<file path="config.mk">
export PLATFORM = sky130hd
export DESIGN_NAME = cpu_step_ctrl
export DESIGN_NICKNAME = d
export VERILOG_FILES = /design/src/rtl/cpu_step_ctrl.sv
export SDC_FILE = /design/constraint.sdc
export NUM_CORES = 1
export LEC_CHECK = 0
export CAP_MARGIN = 20
export CORE_MARGIN = 1
export CORE_UTILIZATION = 45
export CTS_CLUSTER_DIAMETER = 50
export DETAILED_ROUTE_END_ITERATION = 10
export DONT_BUFFER_PORTS = 1
export PLACE_DENSITY_LB_ADDON = 0.15
export SLEW_MARGIN = 15
export SYNTH_ARGS = -nofsm -noshare
export SYNTH_HDL_FRONTEND = slang
export SYNTH_SLANG_ARGS = --single-unit
</file>
<file path="constraint.sdc">
create_clock -name CLK -period 3.9 [get_ports CLK]
set_input_delay 0.78 -clock CLK [delete_from_list [all_inputs] [get_ports CLK]]
set_output_delay 0.78 -clock CLK [all_outputs]
set_load 0.02 [all_outputs]
</file>
<file path="src/rtl/cpu_step_ctrl.sv">
// -----------------------------------------------------------------------------
// cpu_step_ctrl
//   Single-step / free-run clock-enable generator for a small CPU, with a
//   PC breakpoint. The CPU advances one instruction per cpu_en pulse.
//
// Parameters
//   PC_W   : width of the PC compared against the breakpoint address
//   DIV_W  : width of the run-rate divider
//   CNT_W  : width of the issued-step counter
//
// Ports
//   CLK       in   system clock, rising edge
//   RST       in   synchronous active-low reset
//   step_req  in   one-cycle pulse: issue one CPU step
//   run_req   in   one-cycle pulse: toggle free-run / pause
//   div_val   in   run period minus 1, in CLK cycles
//   bp_en     in   breakpoint enable
//   bp_addr   in   breakpoint PC
//   pc_in     in   current CPU PC
//   cpu_en    out  registered one-cycle CPU clock-enable pulse
//   running   out  high while free-running
//   halted    out  high while stopped on a breakpoint
//   step_cnt  out  number of cpu_en pulses issued (wraps)
// -----------------------------------------------------------------------------
module cpu_step_ctrl #(
   parameter int PC_W  = 5,
   parameter int DIV_W = 24,
   parameter int CNT_W = 8
) (
   input  logic             CLK,
   input  logic             RST,
   input  logic             step_req,
   input  logic             run_req,
   input  logic [DIV_W-1:0] div_val,
   input  logic             bp_en,
   input  logic [PC_W-1:0]  bp_addr,
   input  logic [PC_W-1:0]  pc_in,
   output logic             cpu_en,
   output logic             running,
   output logic             halted,
   output logic [CNT_W-1:0] step_cnt
);

   typedef enum logic [1:0] {
      S_IDLE = 2'd0,
      S_STEP = 2'd1,
      S_RUN  = 2'd2,
      S_HALT = 2'd3
   } state_t;

   state_t           r_state;
   logic [DIV_W-1:0] r_div_cnt;
   logic             r_skip_bp;
   logic             r_cpu_en;
   logic             r_running;
   logic             r_halted;
   logic [CNT_W-1:0] r_step_cnt;

   logic             w_tick;
   logic             w_bp_hit;

   // >= rather than == so that lowering div_val below the current count
   // fires on the next cycle instead of letting the counter run away.
   assign w_tick   = (r_div_cnt >= div_val);
   // skip_bp lets the CPU step off the instruction it halted on.
   assign w_bp_hit = bp_en && (pc_in == bp_addr) && !r_skip_bp;

   always_ff @(posedge CLK) begin
      if (!RST) begin
         r_state    <= S_IDLE;
         r_div_cnt  <= '0;
         r_skip_bp  <= 1'b0;
         r_cpu_en   <= 1'b0;
         r_running  <= 1'b0;
         r_halted   <= 1'b0;
         r_step_cnt <= '0;
      end else begin
         // cpu_en is a one-cycle pulse unless re-asserted below
         r_cpu_en <= 1'b0;
         case (r_state)
            S_IDLE: begin
               if (run_req) begin
                  r_state   <= S_RUN;
                  r_div_cnt <= '0;
                  r_running <= 1'b1;
               end else if (step_req) begin
                  r_state    <= S_STEP;
                  r_cpu_en   <= 1'b1;
                  r_step_cnt <= r_step_cnt + 1'b1;
               end
            end

            // The pulse is already on the output; inputs are not looked at.
            S_STEP: begin
               r_state <= S_IDLE;
            end

            S_RUN: begin
               if (run_req) begin
                  // pause wins over any tick in the same cycle
                  r_state   <= S_IDLE;
                  r_div_cnt <= '0;
                  r_skip_bp <= 1'b0;
                  r_running <= 1'b0;
               end else if (w_tick) begin
                  r_div_cnt <= '0;
                  if (w_bp_hit) begin
                     r_state   <= S_HALT;
                     r_running <= 1'b0;
                     r_halted  <= 1'b1;
                  end else begin
                     r_cpu_en   <= 1'b1;
                     r_step_cnt <= r_step_cnt + 1'b1;
                     r_skip_bp  <= 1'b0;
                  end
               end else begin
                  r_div_cnt <= r_div_cnt + 1'b1;
               end
            end

            S_HALT: begin
               if (run_req) begin
                  r_state   <= S_RUN;
                  r_div_cnt <= '0;
                  r_skip_bp <= 1'b1;
                  r_running <= 1'b1;
                  r_halted  <= 1'b0;
               end else if (step_req) begin
                  r_state    <= S_STEP;
                  r_cpu_en   <= 1'b1;
                  r_step_cnt <= r_step_cnt + 1'b1;
                  r_halted   <= 1'b0;
               end
            end

            default: begin
               r_state   <= S_IDLE;
               r_running <= 1'b0;
               r_halted  <= 1'b0;
            end
         endcase
      end
   end

   assign cpu_en   = r_cpu_en;
   assign running  = r_running;
   assign halted   = r_halted;
   assign step_cnt = r_step_cnt;

endmodule

</file>
==> flow_summary_export.csv, run 1 <==
group,metric,value,unit
layout,multi_input_area,1800,sq um
placement,io_buffers,0,
timing,finalSetupViolCount,0,
floorplan,die_y,81.0,microns
placement,gp_congestion,0.761,
power_and_ir_drop,pwr-share-clk,0.356,
power_and_ir_drop,vdd_ir_drop_max,0.000163,V
setup_path,rr_startpoint,"r_div_cnt[15]",
clocking,cts_tree,"done",
power_and_ir_drop,power_density,319,nW/um^2
route,wirelength,6420,microns
global_route,antenna_found_initial,0,
synth,synth_area_leader_cell,"dfxtp_1",
synth,synth_edf_count,0,
synth,yosysTopAreaCellShare,0.271,
route,vias,2554,
setup_path,path_class,"in -> reg",
floorplan,core_area,5960,sq um
global_route,grt_first_pass_wirelength,10800,microns
floorplan,start_util,0.472,
global_route,grtUsageTotal,0.211,
min_path,min-delay-start,"r_div_cnt[23]",
placement,post-place-ws,717,ps
setup_path,rr_endpoint,"r_div_cnt[3]",
route,drt_iter0_drc,140,
synth,syn_avg_cell_area,7.70,sq um
layout,diodes,0,
synth,netlist_top_cells_area,"dfxtp_1 (27%), ha_1 (13%), inv_1 (6.4%), a21oi_1 (4.8%), nand2_1 (4.4%)",
synth,synth_flop_cell,"dfxtp_1",
power_and_ir_drop,power_switching,0.000279,W
layout,layout-drive-gt1-share,0.0443,
min_path,whs_endpoint,"r_div_cnt[23]",
placement,dp_hpwl,4850,microns
setup_path,crit_slowest_cell,"o41a_1",
layout,fillers,625,
timing,setup_ws,1020,ps
clocking,numCtsBuffers,5,
layout,area_growth,5.16,%
timing,drv_slew,0,
min_path,hold_path_class,"reg -> reg",
setup_path,crit_family,"compound AO/OA/AOI/OAI gates",
route,drt-wirelength-per-cell,14.7,microns
clocking,clk_latency,290,ps
timing,relSlewSlack,0.474,
global_route,grt_max_degree,30,
global_route,grt_pass1_vias,2262,
clocking,postCtsHoldBufs,0,
timing,period_needed,2880,ps
setup_path,critPathMaxFanout,10,
setup_path,critPathBufInv,0,
synth,postSynthCellCount,365,
power_and_ir_drop,leakagePower,1.21,nW
timing,max_freq,0.347,GHz
synth,synth_cell_type_count,54,
route,firstDrtPassIters,4,
power_and_ir_drop,p_int,0.000664,W
clocking,clkTransAtPathRegs,80,ps
synth,syn_area,2810,sq um
clocking,cts-resized-gates,0,
floorplan,die-area,6570,sq um
synth,ys_seq_area_frac,0.271,
synth,yosys_register_bits,38,
setup_path,endpoint_kind,"flop",
floorplan,num_rows,28,
setup_path,crit_chain,"ha_1 > nand2b_1 > a2111oi_0 > nor3_1 > o41a_1 > nor2_2 > nand2_1 > o32ai_1",
synth,synthArstFlopShare,0,
timing,rsz0062_at_grt,"false",
route,avgViaCountPerCell,5.86,
run,maxCapViolations,0,
synth,syn_nets,433,
setup_path,rr_worst_depth,8,
setup_path,cp_data_required_time,4100,ps
clocking,postCtsSetupBuffers,0,
timing,setup_tns,0,ps
global_route,grt_overflow_total,0,
power_and_ir_drop,p_sw_frac,0.296,
setup_path,cp.arrival,3080,ps
setup_path,critPathLaunchType,"primary input",
route,drc,0,
route,ant_nets,0,
floorplan,io_pins,50,
placement,post_dp_cell_area,2850,sq um
synth,yosysWarnings,0,
clocking,cts_buffer_depth,2,
timing,hold_ws,486,ps
floorplan,die_w,81.0,microns
timing,clock-skew-final,12.9,ps
timing,post-route-period-util,0.739,
timing,worst_slew_pin_slew,783,ps
clocking,h-tree-depth,2,
setup_path,r2r_slack,1030,ps
timing,hold_viol_final,0,
layout,final_nets,428,
layout,seq_area,761,sq um
layout,stdcell_area,2960,sq um
clocking,clkSinkCount,38,
setup_path,cpPeakStageDelay,450,ps
clocking,root_buffer,"clkbuf_8",
power_and_ir_drop,p_seq_frac,0.446,
power_and_ir_drop,pwr-share-comb,0.198,
status,status,"complete, no violations",
min_path,worstHoldPathCells,1,
cell usage in the layout, fill, tap and decap left out, types with 3 or more instances in the layout:
| cell type | count |
|---|---|
| xnor2_1 | 3 |
| mux2i_1 | 10 |
| nand2_1 | 33 |
| nor2b_1 | 4 |
| a21o_1 | 5 |
| o21ai_0 | 7 |
| ha_1 | 29 |
| and3_1 | 4 |
| nand2b_1 | 10 |
| or3_1 | 8 |
| and4_1 | 3 |
| nand3_1 | 20 |
| a22o_1 | 4 |
| nor3_1 | 8 |
| nand4_1 | 15 |
| o21ai_1 | 4 |
| dfxtp_1 | 38 |
| clkbuf_8 | 5 |
| nor2_1 | 19 |
| a21oi_1 | 27 |
| o22ai_1 | 9 |
| a31oi_1 | 5 |
| or4_1 | 5 |
| inv_1 | 48 |
sequential cells by signal (all words and copies together) (netlist names):
| signal | cells |
|---|---|
| running | 1 |
| r_div_cnt | 24 |
| r_state | 2 |
| r_skip_bp | 1 |
| cpu_en | 1 |
| halted | 1 |
| step_cnt | 8 |
synth_stat cells, types with 7 or more instances:
cell and number:
o22ai_1 9, nor3_1 8, nand4_1 15, clkbuf_1 10, nand3_1 20, inv_1 48, o21ai_0 7, ha_1 29
mux2i_1 10, a21oi_1 27, or3_1 8, nor2_1 19, dfxtp_1 38, nand2_1 33, nand2b_1 10
cell families (layout without fill, tap and decap cells):
group / count (synthesis) / count (layout) / share of synthesized area
AND/OR/NAND/NOR: 140 / 140 / 0.273
AO/OA/AOI/OAI: 82 / 82 / 0.190
buffers and inverters: 62 / 58 / 0.0890
flip-flops: 38 / 38 / 0.271
adder cells (fa/ha/maj): 29 / 29 / 0.129
multiplexers: 10 / 10 / 0.0356
XOR/XNOR: 4 / 4 / 0.0125
routing by layer:
metal,wire length [microns],up-vias,track usage,share of wire
li1,-,1305,-,-
met1,3330,1190,0.301,0.52
met2,2820,54,0.334,0.44
met3,212,5,0.0326,0.033
met4,59,0,0.0429,0.0092
met5,0,-,0,0
area by class of cell:
type                            count  share of cell area
Clock buffer                        7              0.0258
Clock inverter                      1              0.0102
Inverter                           48              0.0610
Multi-Input combinational cell    265               0.609
Sequential cell                    38               0.257
Tap cell                           75              0.0318
Timing Repair Buffer                2             0.00508
power groups by stage:
stage          clock (W)  combinational, W  sequential, W
6_report        0.000336          0.000187       0.000420
2_1_floorplan          0          0.000154       0.000426
3_3_place_gp           0          0.000182       0.000429
5_1_grt         0.000361          0.000213       0.000422
3_5_place_dp           0          0.000186       0.000430
4_1_cts         0.000343          0.000188       0.000420
metrics by stage:
step / instances / power (W) / util
2_1_floorplan: 365 / 0.000580 / -
6_report: 436 / 0.000943 / 0.496
3_5_place_dp: 428 / 0.000616 / 0.478
3_3_place_gp: 428 / 0.000611 / 0.478
5_1_grt: 436 / 0.000996 / 0.496
4_1_cts: 436 / 0.000951 / 0.496
how the worst max path moves through the flow:
stage	slack (ps)	cells after the start	start	to
floorplan	930	10	div_val[13]	r_div_cnt[20]
global placement	730	8	div_val[0]	r_div_cnt[3]
detailed placement	720	9	div_val[13]	r_div_cnt[3]
CTS	1020	9	div_val[13]	r_div_cnt[3]
global route	740	9	r_div_cnt[0]	r_div_cnt[5]
finish	1020	8	div_val[0]	r_div_cnt[3]
Power figures use the tool's default switching activity.
==> run 2, diff against run 1 <==
- clock period: 3.9 -> 2.9 ns (I/O delays scaled with it)
==> flow_summary_export.csv, run 2 (same netlist as run 1, synthesis figures left out) <==
group,metric,value,unit
status,status,"complete, no violations",
setup_path,cpPeakStageDelay,470,ps
floorplan,die_w,81.0,microns
layout,final_nets,438,
route,drt_iter0_drc,169,
layout,diodes,0,
placement,post-place-ws,32.4,ps
power_and_ir_drop,pwr-share-comb,0.204,
global_route,grt_first_pass_wirelength,10200,microns
route,firstDrtPassIters,5,
timing,worst_slew_pin_slew,549,ps
timing,rsz0062_at_grt,"false",
run,maxCapViolations,0,
setup_path,cp_common_cell,"buf_4",
timing,clock-skew-final,10.9,ps
power_and_ir_drop,p_seq_frac,0.438,
min_path,hold_path_class,"in -> reg",
layout,fillers,599,
power_and_ir_drop,leakagePower,1.27,nW
clocking,postCtsSetupBuffers,0,
clocking,root_buffer,"clkbuf_8",
route,drc,0,
timing,post-route-period-util,0.920,
global_route,antenna_found_initial,0,
setup_path,endpoint_kind,"flop",
layout,layout_common_cells,"inv_1 (48), dfxtp_1 (38), nand2_1 (33), ha_1 (29), a21oi_1 (27)",
layout,largest_reg_flops,24,
clocking,clkTransAtPathRegs,80,ps
floorplan,start_util,0.472,
timing,hold_viol_final,0,
route,wirelength,6310,microns
global_route,grt_pass1_vias,2215,
layout,seq_area,761,sq um
route,vias,2533,
clocking,clkSinkCount,38,
setup_path,cp_data_required_time,3120,ps
floorplan,die_y,81.0,microns
power_and_ir_drop,pwr-share-clk,0.357,
timing,relSlewSlack,0.634,
route,drt-wirelength-per-cell,14.1,microns
setup_path,critPathLaunchType,"flop",
setup_path,path_class,"reg -> reg",
power_and_ir_drop,power_switching,0.000387,W
clocking,cts_tree,"done",
layout,area_growth,8.59,%
timing,period_needed,2670,ps
clocking,postCtsHoldBufs,0,
placement,dp_hpwl,4800,microns
layout,layout-drive-gt1-share,0.0782,
clocking,numCtsBuffers,5,
setup_path,crit_chain,"ha_1 > a21oi_1 > nor2_1 > a311o_1 > o41a_1 > buf_4 > nor2_2 > nand2_1 > buf_4 > o22ai_1",
setup_path,cp.arrival,2890,ps
layout,regMostFlops,"r_div_cnt",
power_and_ir_drop,p_int,0.000899,W
route,ant_nets,0,
setup_path,critPathMaxFanout,7,
placement,gp_congestion,0.767,
setup_path,crit_slowest_cell,"o41a_1",
timing,setup_ws,231,ps
floorplan,core_area,5960,sq um
power_and_ir_drop,p_sw_frac,0.301,
timing,max_freq,0.375,GHz
timing,drv_slew,0,
layout,multi_input_area,1810,sq um
clocking,h-tree-depth,2,
global_route,grt_max_degree,30,
floorplan,io_pins,50,
power_and_ir_drop,vdd_ir_drop_max,0.000199,V
placement,io_buffers,0,
floorplan,die-area,6570,sq um
route,avgViaCountPerCell,5.68,
power_and_ir_drop,power_density,422,nW/um^2
global_route,grt_overflow_total,0,
layout,layout_commonest_cell,"inv_1",
global_route,grtUsageTotal,0.202,
clocking,clk_latency,300,ps
clocking,cts_buffer_depth,2,
floorplan,num_rows,28,
timing,finalSetupViolCount,0,
timing,setup_tns,0,ps
==> run 2: final cells by class <==
cell class,count,area share
clock buffer,5,0.0226
tap,75,0.0308
inverter,48,0.0590
sequential,38,0.249
multi-input combinational,265,0.592
timing repair buffer,12,0.0336
clock inverter,3,0.0131
==> run 2: power groups by stage <==
stage	registers [W]	logic, W	clock network, W
floorplan	0.000573	0.000208	0
global placement	0.000577	0.000255	0
detailed placement	0.000576	0.000261	0
CTS	0.000564	0.000261	0.000474
global route	0.000567	0.000297	0.000489
finish	0.000564	0.000263	0.000460
==> run 2: through the flow <==
step	hold slack [ps]	utilization	cell area [sq um]	std cells	total power [W]
after floorplan	443	-	2810	365	0.000780
after global placement	470	0.493	2940	438	0.000832
after detailed placement	468	0.493	2940	438	0.000837
after CTS	394	0.511	3050	446	0.00130
after global routing	400	0.512	3050	446	0.00135
final	402	0.512	3050	446	0.00129
==> run 2: critical path: cells and delay by family, from the launching register on <==
family                     cells  cell delay [ps]
and+or+nand+nor                3              420
buffers and inverters          2              360
adders and majority gates      1              290
AOI/OAI and AO/OA              4             1050
DFF                            1              450
==> run 2: path summary, 6_finish.rpt <==
path / start / depth (start not counted) / slack [ps] / end
max reg2reg: r_div_cnt[9] / 10 / 230 / r_div_cnt[6]
max: r_div_cnt[9] / 10 / 230 / r_div_cnt[6]
min reg2reg: r_div_cnt[23] / 1 / 480 / r_div_cnt[23]
min: RST / 1 / 400 / step_cnt[2]
==> run 2: layer usage <==
metal | global-route usage | vias up | part of all wire
li1 | - | 1320 | -
met1 | 0.287 | 1151 | 0.51
met2 | 0.311 | 57 | 0.44
met3 | 0.0360 | 5 | 0.034
met4 | 0.0589 | 0 | 0.0073
met5 | 0 | - | 0
==> run 2: repair_timing <==
item | 4_1_cts | 5_1_grt
endpoints found under the setup margin | 0 | 15
endpoints found under the hold margin | 0 | 0
gates resized for setup | 0 | 2
